**config.mk**
```make
export PLATFORM = sky130hd
export DESIGN_NAME = layer00_out_writer
export DESIGN_NICKNAME = d
export VERILOG_FILES = /design/src/rtl/layer00_out_writer_pkg.sv /design/src/rtl/layer00_lane_packer.sv /design/src/rtl/layer00_out_writer.sv
export SDC_FILE = /design/constraint.sdc
export NUM_CORES = 1
export LEC_CHECK = 0
export CELL_PAD_IN_SITES_DETAIL_PLACEMENT = 1
export CELL_PAD_IN_SITES_GLOBAL_PLACEMENT = 1
export CORE_MARGIN = 3
export CORE_UTILIZATION = 38
export DETAILED_ROUTE_END_ITERATION = 8
export GPL_ROUTABILITY_DRIVEN = 0
export PLACE_DENSITY_LB_ADDON = 0.1
export SYNTH_ARGS = -nofsm -noshare
export SYNTH_HDL_FRONTEND = slang
export SYNTH_SLANG_ARGS = --single-unit
```
**constraint.sdc**
```tcl
create_clock -name clk -period 5.95 [get_ports clk]
set_clock_uncertainty 0.15 [all_clocks]
set_input_delay 1.19 -clock clk [delete_from_list [all_inputs] [get_ports clk]]
set_output_delay 1.19 -clock clk [all_outputs]
set_load 0.005 [all_outputs]
```
**src/rtl/layer00_out_writer_pkg.sv**
```systemverilog
// layer00_out_writer_pkg: shared widths and FSM encoding for the layer-0 output writer.
package layer00_out_writer_pkg;
    localparam int LANES  = 16;
    localparam int LANE_W = 4;
    localparam int PIX_W  = 8;
    localparam int WORD_W = 128;
    localparam int ADDR_W = 9;
    typedef enum logic {IDLE, RUN} state_t;
endpackage

```
**src/rtl/layer00_lane_packer.sv**
```systemverilog
// layer00_lane_packer: packs 16 pixels of one channel into a 128-bit word with a separate output hold register.
module layer00_lane_packer
    import layer00_out_writer_pkg::*;
(
    input  logic              clk,
    input  logic              rstn,
    input  logic              clr,
    input  logic              wr,
    input  logic [LANE_W-1:0] lane,
    input  logic [PIX_W-1:0]  pix,
    output logic [WORD_W-1:0] word
);
    logic [WORD_W-1:0] fill;
    always_ff @(posedge clk or negedge rstn) begin
        if (!rstn) begin
            fill <= '0;
            word <= '0;
        end else begin
            if (clr) fill <= '0;
            else if (wr) fill[lane*PIX_W +: PIX_W] <= pix;
            // last lane bypasses fill so the word completes in the same cycle
            if (wr && lane == LANE_W'(LANES-1)) word <= {pix, fill[WORD_W-PIX_W-1:0]};
        end
    end
endmodule

```
**src/rtl/layer00_out_writer.sv**
```systemverilog
// layer00_out_writer: packs four layer-0 channels into 128-bit words and writes them to the layer-1 buffer.
module layer00_out_writer
    import layer00_out_writer_pkg::*;
#(
    parameter int FRAME_WORDS = 512
) (
    input  logic              clk,
    input  logic              rstn,
    input  logic              iStart,
    input  logic              i_vld,
    input  logic [PIX_W-1:0]  i_ch0,
    input  logic [PIX_W-1:0]  i_ch1,
    input  logic [PIX_W-1:0]  i_ch2,
    input  logic [PIX_W-1:0]  i_ch3,
    output logic [3:0]        o_wea,
    output logic [ADDR_W-1:0] o_addra,
    output logic [WORD_W-1:0] o_dia0,
    output logic [WORD_W-1:0] o_dia1,
    output logic [WORD_W-1:0] o_dia2,
    output logic [WORD_W-1:0] o_dia3,
    output logic              o_busy,
    output logic              o_done
);
    state_t            state;
    logic [LANE_W-1:0] lane;
    logic [ADDR_W-1:0] wordCnt;
    logic              accept, fire, last;
    logic [PIX_W-1:0]  pix [4];
    logic [WORD_W-1:0] dia [4];

    assign accept = state == RUN && i_vld && !iStart;
    assign fire   = accept && lane == LANE_W'(LANES-1);
    assign last   = wordCnt == ADDR_W'(FRAME_WORDS-1);
    assign pix    = '{i_ch0, i_ch1, i_ch2, i_ch3};

    for (genvar c = 0; c < 4; c++) begin : g_pack
        layer00_lane_packer u_pack (
            .clk  (clk),
            .rstn (rstn),
            .clr  (iStart),
            .wr   (accept),
            .lane (lane),
            .pix  (pix[c]),
            .word (dia[c])
        );
    end

    assign o_dia0 = dia[0];
    assign o_dia1 = dia[1];
    assign o_dia2 = dia[2];
    assign o_dia3 = dia[3];

    always_ff @(posedge clk or negedge rstn) begin
        if (!rstn) begin
            state   <= IDLE;
            lane    <= '0;
            wordCnt <= '0;
            o_wea   <= '0;
            o_addra <= '0;
            o_busy  <= 1'b0;
            o_done  <= 1'b0;
        end else begin
            o_wea  <= {4{fire}};
            o_done <= fire && last;
            // busy stays up through the done cycle and drops one cycle later
            o_busy <= iStart || (o_busy && !o_done);
            if (fire) o_addra <= wordCnt;
            if (iStart) begin
                state   <= RUN;
                lane    <= '0;
                wordCnt <= '0;
            end else if (accept) begin
                lane <= lane + 1'b1;
                if (fire) begin
                    wordCnt <= last ? '0 : wordCnt + 1'b1;
                    if (last) state <= IDLE;
                end
            end
        end
    end
endmodule

```
# --- After elaboration in Yosys (flattened, before gate mapping) ---
# Index checks and enable logic that the tools add are counted.
totals:
  regBits: 1050
  output_inout_bits: 527
op_classes:
  n_addsub: 3
  eq_ne: 2
  n_shift: 5
  mux: 22
  n_reduce_logical: 13
ops:
  columns: ["cell", "n"]
  rows:
  - ["$mux 128", 8]
  - ["$bwmux 128", 4]
  - ["$shiftx 8x34->128", 4]
  - ["$shift 8x34->128 const A", 1]
  - ["$mux 9", 4]
  - ["$neg 7->34", 1]
  - ["$add 9x1->9 const B", 1]
  - ["$eq 9x9->1 const B", 1]
  - ["$mux 4", 2]
  - ["$reduce_bool 2->1", 3]
  - ["$logic_and 1x1->1", 5]
  - ["$add 4x1->4 const B", 1]
  - ["$eq 4x4->1 const B", 1]
  - ["$mux 1", 4]
  - ["$reduce_and 3->1", 1]
  - ["$logic_not 1->1", 2]
  - ["$reduce_and 2->1", 1]
  - ["$logic_or 1x1->1", 1]

# --- Logic depth before layout (Yosys ltp) ---
logic_depth:
  word_depth: 6
  mapped_depth: 10
  depth_no_buf: 7

# --- By module ---
# Synthesis repeated with hierarchy kept, for this count alone.
unflattened:
  cells_unflattened: 2641
  hier_area_um2: 39696.8
modules_own_cells:
  columns: ["mod", "n_inst", "cells_each", "area_per_inst_um2", "seq_area_each_um2"]
  rows:
  - ["layer00_lane_packer (g_pack[2].u_pack)", 1, 648, 9725.6, 6206.0]
  - ["layer00_lane_packer (g_pack[0].u_pack)", 1, 620, 9596.7, 6206.0]
  - ["layer00_lane_packer (g_pack[3].u_pack)", 1, 632, 9586.7, 6206.0]
  - ["layer00_lane_packer (g_pack[1].u_pack)", 1, 620, 9482.8, 6206.0]
  - ["layer00_out_writer", 1, 121, 1305.0, 650.6]

# --- Worst setup path before layout ---
# OpenSTA, ideal clock, no wires.
synth_path:
  path_type: "input to register"
  startpoint: "input iStart"
  endpoint: "register g_pack[2].u_pack.fill[112]"
  setup_ns: 0.068
  arrival_ns: 2.611
  setup_slack_ns: 3.121
  cell_stages: 7
  path_buffers: 3
  cell_sequence: "buf_2 -> nand3b_1 -> a2111oi_4 -> and2_1 -> buf_2 -> buf_4 -> a32o_1"
synth_between:
  elab_chain_len: 3
  word_cells_on_any_way: 4
  cone_classes: "mux (1); reduce/logical (3)"
synth_lines:
  columns: ["item", "line", "rtl"]
  rows:
  - ["from (decl)", "layer00_out_writer.sv:9", "input logic iStart,"]
  - ["$logic_not 1->1", "layer00_out_writer.sv:31", "assign accept = state == RUN && i_vld && !iStart;"]
  - ["$logic_and 1x1->1", "layer00_out_writer.sv:31", null]
  - ["$reduce_bool 2->1 (no source line)", null, null]
  - ["to (signal, indexed assignment)", "layer00_lane_packer.sv:20", "else if (wr) fill[lane*PIX_W +: PIX_W] <= pix;"]
  - ["to (decl)", "layer00_lane_packer.sv:13", "logic [WORD_W-1:0] fill;"]
# Parallel ways exist; a longest one is shown, timed or not.
# A chain may end at the register's enable or synchronous reset.

# --- Final worst setup path ---
layout_path:
  startpoint: "register lane[0]"
  endpoint: "register g_pack[0].u_pack.fill[21]"
layout_between:
  elab_chain_len: 5
  word_cells_on_any_way: 6
  cone_classes: "add/sub (1); shift (2); mux (3)"
layout_lines:
  columns: ["item", "line", "rtl"]
  rows:
  - ["from (decl)", "layer00_out_writer.sv:25", "logic [LANE_W-1:0] lane;"]
  - ["from (signal assigned)", "layer00_out_writer.sv:73", "lane <= lane + 1'b1;"]
  - ["$neg 7->34 *", "layer00_lane_packer.sv:20", null]
  - ["$shiftx 8x34->128 / $shift 8x34->128 (equally long branches)", "layer00_lane_packer.sv:20", null]
  - ["$bwmux 128 *", "layer00_lane_packer.sv:20", null]
  - ["$mux 128 *", "layer00_lane_packer.sv:20", null]
  - ["$mux 128 *", "layer00_lane_packer.sv:19", "if (clr) fill <= '0;"]
  - ["to (signal, indexed assignment)", "layer00_lane_packer.sv:20", null]
  - ["to (decl)", "layer00_lane_packer.sv:13", null]
# Mark *: on every way between the ends. The rest lies on a longest branch, timed or not. The select of a mux whose other input is x is not followed.

==> PnR_summary.wiki <==
{| class="wikitable"
! Metric !! Value
|-
| Number of buffers inserted to repair setup after CTS || 0
|-
| Area of the multi-input gates || 11560 sq um
|-
| Worst relative slew slack || 8.561%
|-
| Post-synth cell types || 36
|-
| Complex-gate fraction of the synthesized area || 12.44%
|-
| Worst hold path type || reg2reg
|-
| Top area cells in the synthesized netlist || dfrtp_1 67%, nand2_1 15%, a32o_1 6.9%
|-
| Share of the synthesized netlist area taken by xor and xnor gates || 0.1606%
|-
| Leakage || 24.21 nW
|-
| Final worst-path cycle share || 72.46%
|-
| Post-cts resize count || 0
|-
| Largest area contributor in the synthesized netlist || dfrtp_1
|-
| Antenna diodes || 0
|-
| Flop and latch count out of synthesis || 1018
|-
| CORE AREA || 98990 sq um
|-
| Element type at the critical path start || flop
|-
| Net Count, Synth || 3580
|-
| Total Neg Setup Slack || 0 ns
|-
| Minimum setup slack in the final design || 1.638 ns
|-
| Mean post-synth cell area || 10.79 sq um
|-
| Fraction of registers with async set/reset || 100.0%
|-
| Full die area || 104300 sq um
|-
| Dominant combinational cell family by area after synthesis || simple AND/OR/NAND/NOR gates
|-
| Number of flops mapped to enable cells by yosys || 0
|-
| Sequential cell area || 25470 sq um
|-
| TritonCTS clock tree || built
|-
| Initial drt markers || 2399
|-
| Residual DRC || 0
|-
| Arrival time reported for the critical path endpoint || 4.77 ns
|-
| Number of endpoints with negative hold slack in the final report || 0
|-
| Antenna violations before repair || 3
|-
| All-layer global routing usage || 26.71%
|-
| Post-synth top area share || 66.74%
|-
| Netlist Area Pre-Place || 38170 sq um
|-
| Global-route wire length before repair || 206600 um
|-
| Portion of netlist area occupied by mux cells || 0%
|-
| Endpoint type of the worst setup path || flop
|-
| Count of antenna-violating nets left after detailed routing || 0
|-
| Clock input transition at the sequential cells of the worst setup and hold paths || 0.07 ns
|-
| Vertical die dimension || 322.9 um
|-
| Top cells by instance count after synthesis || 1571 x nand2_1, 1018 x dfrtp_1, 263 x a32o_1
|-
| Drt pass-1 iters || 6
|-
| Chip Width || 322.9 um
|-
| Number of buffers on the longest clock path || 3
|-
| Min Clock Period, post-route || 4.312 ns
|-
| Setup slack after placement || 1.583 ns
|-
| Detailed-route vias per instance || 5.430
|-
| Clock buffers created by TritonCTS || 108
|-
| Largest net degree at the start of global routing || 205
|-
| VDD IR-drop max || 0.2009 mV
|-
| Max capacitance violation total || 0
|-
| Clock sinks || 1018
|-
| RSZ-0062 raised after global routing || false
|-
| Total grt overflow || 0
|-
| Number of fill cells || 10610
|-
| Fraction of final layout cells sized beyond drive strength 1 || 7.414%
|-
| End-of-flow core utilization || 49.21%
|-
| Share of synthesized cell area in full adder, half adder and majority cells || 0.2294%
|-
| Wire length per cell after detailed routing || 26.30 um
|-
| Number of synthesis warnings || 0
|-
| Max-slew violation count || 0
|-
| Number of buffers added to fix hold violations after cts || 0
|-
| Via count || 29030
|-
| Starting Density || 38.56%
|-
| Most frequently used flop master after synthesis || dfrtp_1
|-
| Data required time at the worst endpoint || 6.41 ns
|-
| Cell chosen for the clock root || clkbuf_16
|-
| Area share of and/or/nand/nor cells after synthesis || 16.82%
|-
| Power density over the cells || 296.0 nW/um^2
|-
| Final-report setup violation count || 0
|-
| Transition at the pin with the smallest max-transition slack || 1.372 ns
|-
| Run status || finished clean
|-
| Maximum clock frequency || 0.2319 GHz
|-
| Fraction of the yosys area taken by sequential cells || 66.74%
|-
| Placement Rows || 115
|-
| Layout Nets || 4012
|-
| Post-synthesis cell count || 3537
|-
| Wirelength, routed || 140600 um
|-
| Number of port buffers || 562
|-
| Worst Setup Path Type || reg2reg
|-
| Maximum fanout along the worst path || 32
|-
| Detail Placement HPWL || 86060 um
|-
| IO Pins || 563
|-
| Clock latency on the worst-skew pair || 0.68 ns
|-
| Layout overhead on the synthesized area || 27.61%
|-
| Cell with the most instances after synthesis || nand2_1
|-
| H-Tree Level Count || 3
|-
| Vias in the first global route || 29950
|}
sequential cells by signal (all words and copies together), names as in the netlist:
signal              cells
g_pack.u_pack.word    512
o_busy                  1
lane                    4
o_wea                   1
o_done                  1
g_pack.u_pack.fill    480
wordCnt                 9
state                   1
o_addra                 9
cells by family (layout without fill, tap and decap cells):
logic type / after synthesis / count (layout)
AO/OA/AOI/OAI: 517 / 517
buffers and inverters: 327 / 850
AND/OR/NAND/NOR: 1661 / 1661
adder cells (fa/ha/maj): 7 / 7
flip-flops: 1018 / 1018
XOR/XNOR: 7 / 7
path summary, 6_finish.rpt:
| path | to | start | slack, ns | cells past startpoint |
|---|---|---|---|---|
| max | g_pack[0].u_pack.fill[21] | lane[0] | 1.64 | 6 |
| min | g_pack[3].u_pack.word[17] | g_pack[3].u_pack.fill[17] | 0.31 | 2 |
| max reg2reg | g_pack[0].u_pack.fill[21] | lane[0] | 1.64 | 6 |
| min reg2reg | g_pack[3].u_pack.word[17] | g_pack[3].u_pack.fill[17] | 0.31 | 2 |
| max in group asynchronous | g_pack[0].u_pack.word[49] | rstn | 4.00 | 2 |
| min in group asynchronous | g_pack[0].u_pack.fill[104] | rstn | 0.41 | 1 |
power breakdown:
| part | leakage, nW | total, mW | internal, mW | switching, mW |
|---|---|---|---|---|
| registers | 14.2 | 6.95 | 6.94 | 0.0114 |
| clock network | 1.83 | 6.92 | 4.06 | 2.85 |
| logic | 8.16 | 0.555 | 0.0921 | 0.463 |
| total | 24.2 | 14.4 | 11.1 | 3.33 |
metal layers:
metal	vias up	routed length [um]	GRT usage, %
met1	15310	60550	36.14
met2	870	68210	44.41
met4	2	3046	6.756
met3	157	8788	5.143
met5	-	13	0
li1	12700	-	-
cell usage in the layout, fill, tap and decap left out, types with 8 or more instances in the layout:
| cell | n |
|---|---|
| clkbuf_1 | 22 |
| dfrtp_1 | 1018 |
| a21oi_4 | 13 |
| a32o_1 | 263 |
| nand2_1 | 1571 |
| clkinv_2 | 26 |
| nand2b_1 | 15 |
| buf_12 | 15 |
| a21oi_1 | 8 |
| o21ai_0 | 17 |
| a22o_1 | 204 |
| nor2_1 | 8 |
| clkbuf_8 | 31 |
| clkbuf_16 | 113 |
| buf_4 | 64 |
| clkdlybuf4s50_1 | 554 |
| nand3_1 | 20 |
cell type report:
type | instances | area share, %
tap | 1287 | 3.306
clock inverter | 35 | 0.6473
timing repair buffer | 641 | 13.09
inverter | 8 | 0.07706
multi-input combinational | 2192 | 23.73
clock buffer | 166 | 6.850
sequential | 1018 | 52.30
worst max-delay path: stages (launching register included):
cell and delay (ns):
dfrtp_1 0.63, inv_1 0.24, ha_1 0.60, nand2b_1 0.21, a211oi_2 1.05, and2_2 1.05, a32o_1 0.28
metrics by stage:
stage               cell area (sq um)  instances  hold WS, ns  power [mW]
floorplan                       38170       3537       0.2891       7.247
global placement                45060       5146       0.2965       7.639
detailed placement              45060       5146       0.3015       7.639
CTS                             48710       5347       0.3131       14.56
global route                    48710       5347       0.3287       14.90
finish                          48710       5347       0.3068       14.42
No activity file was read; power rests on OpenSTA's default activity.
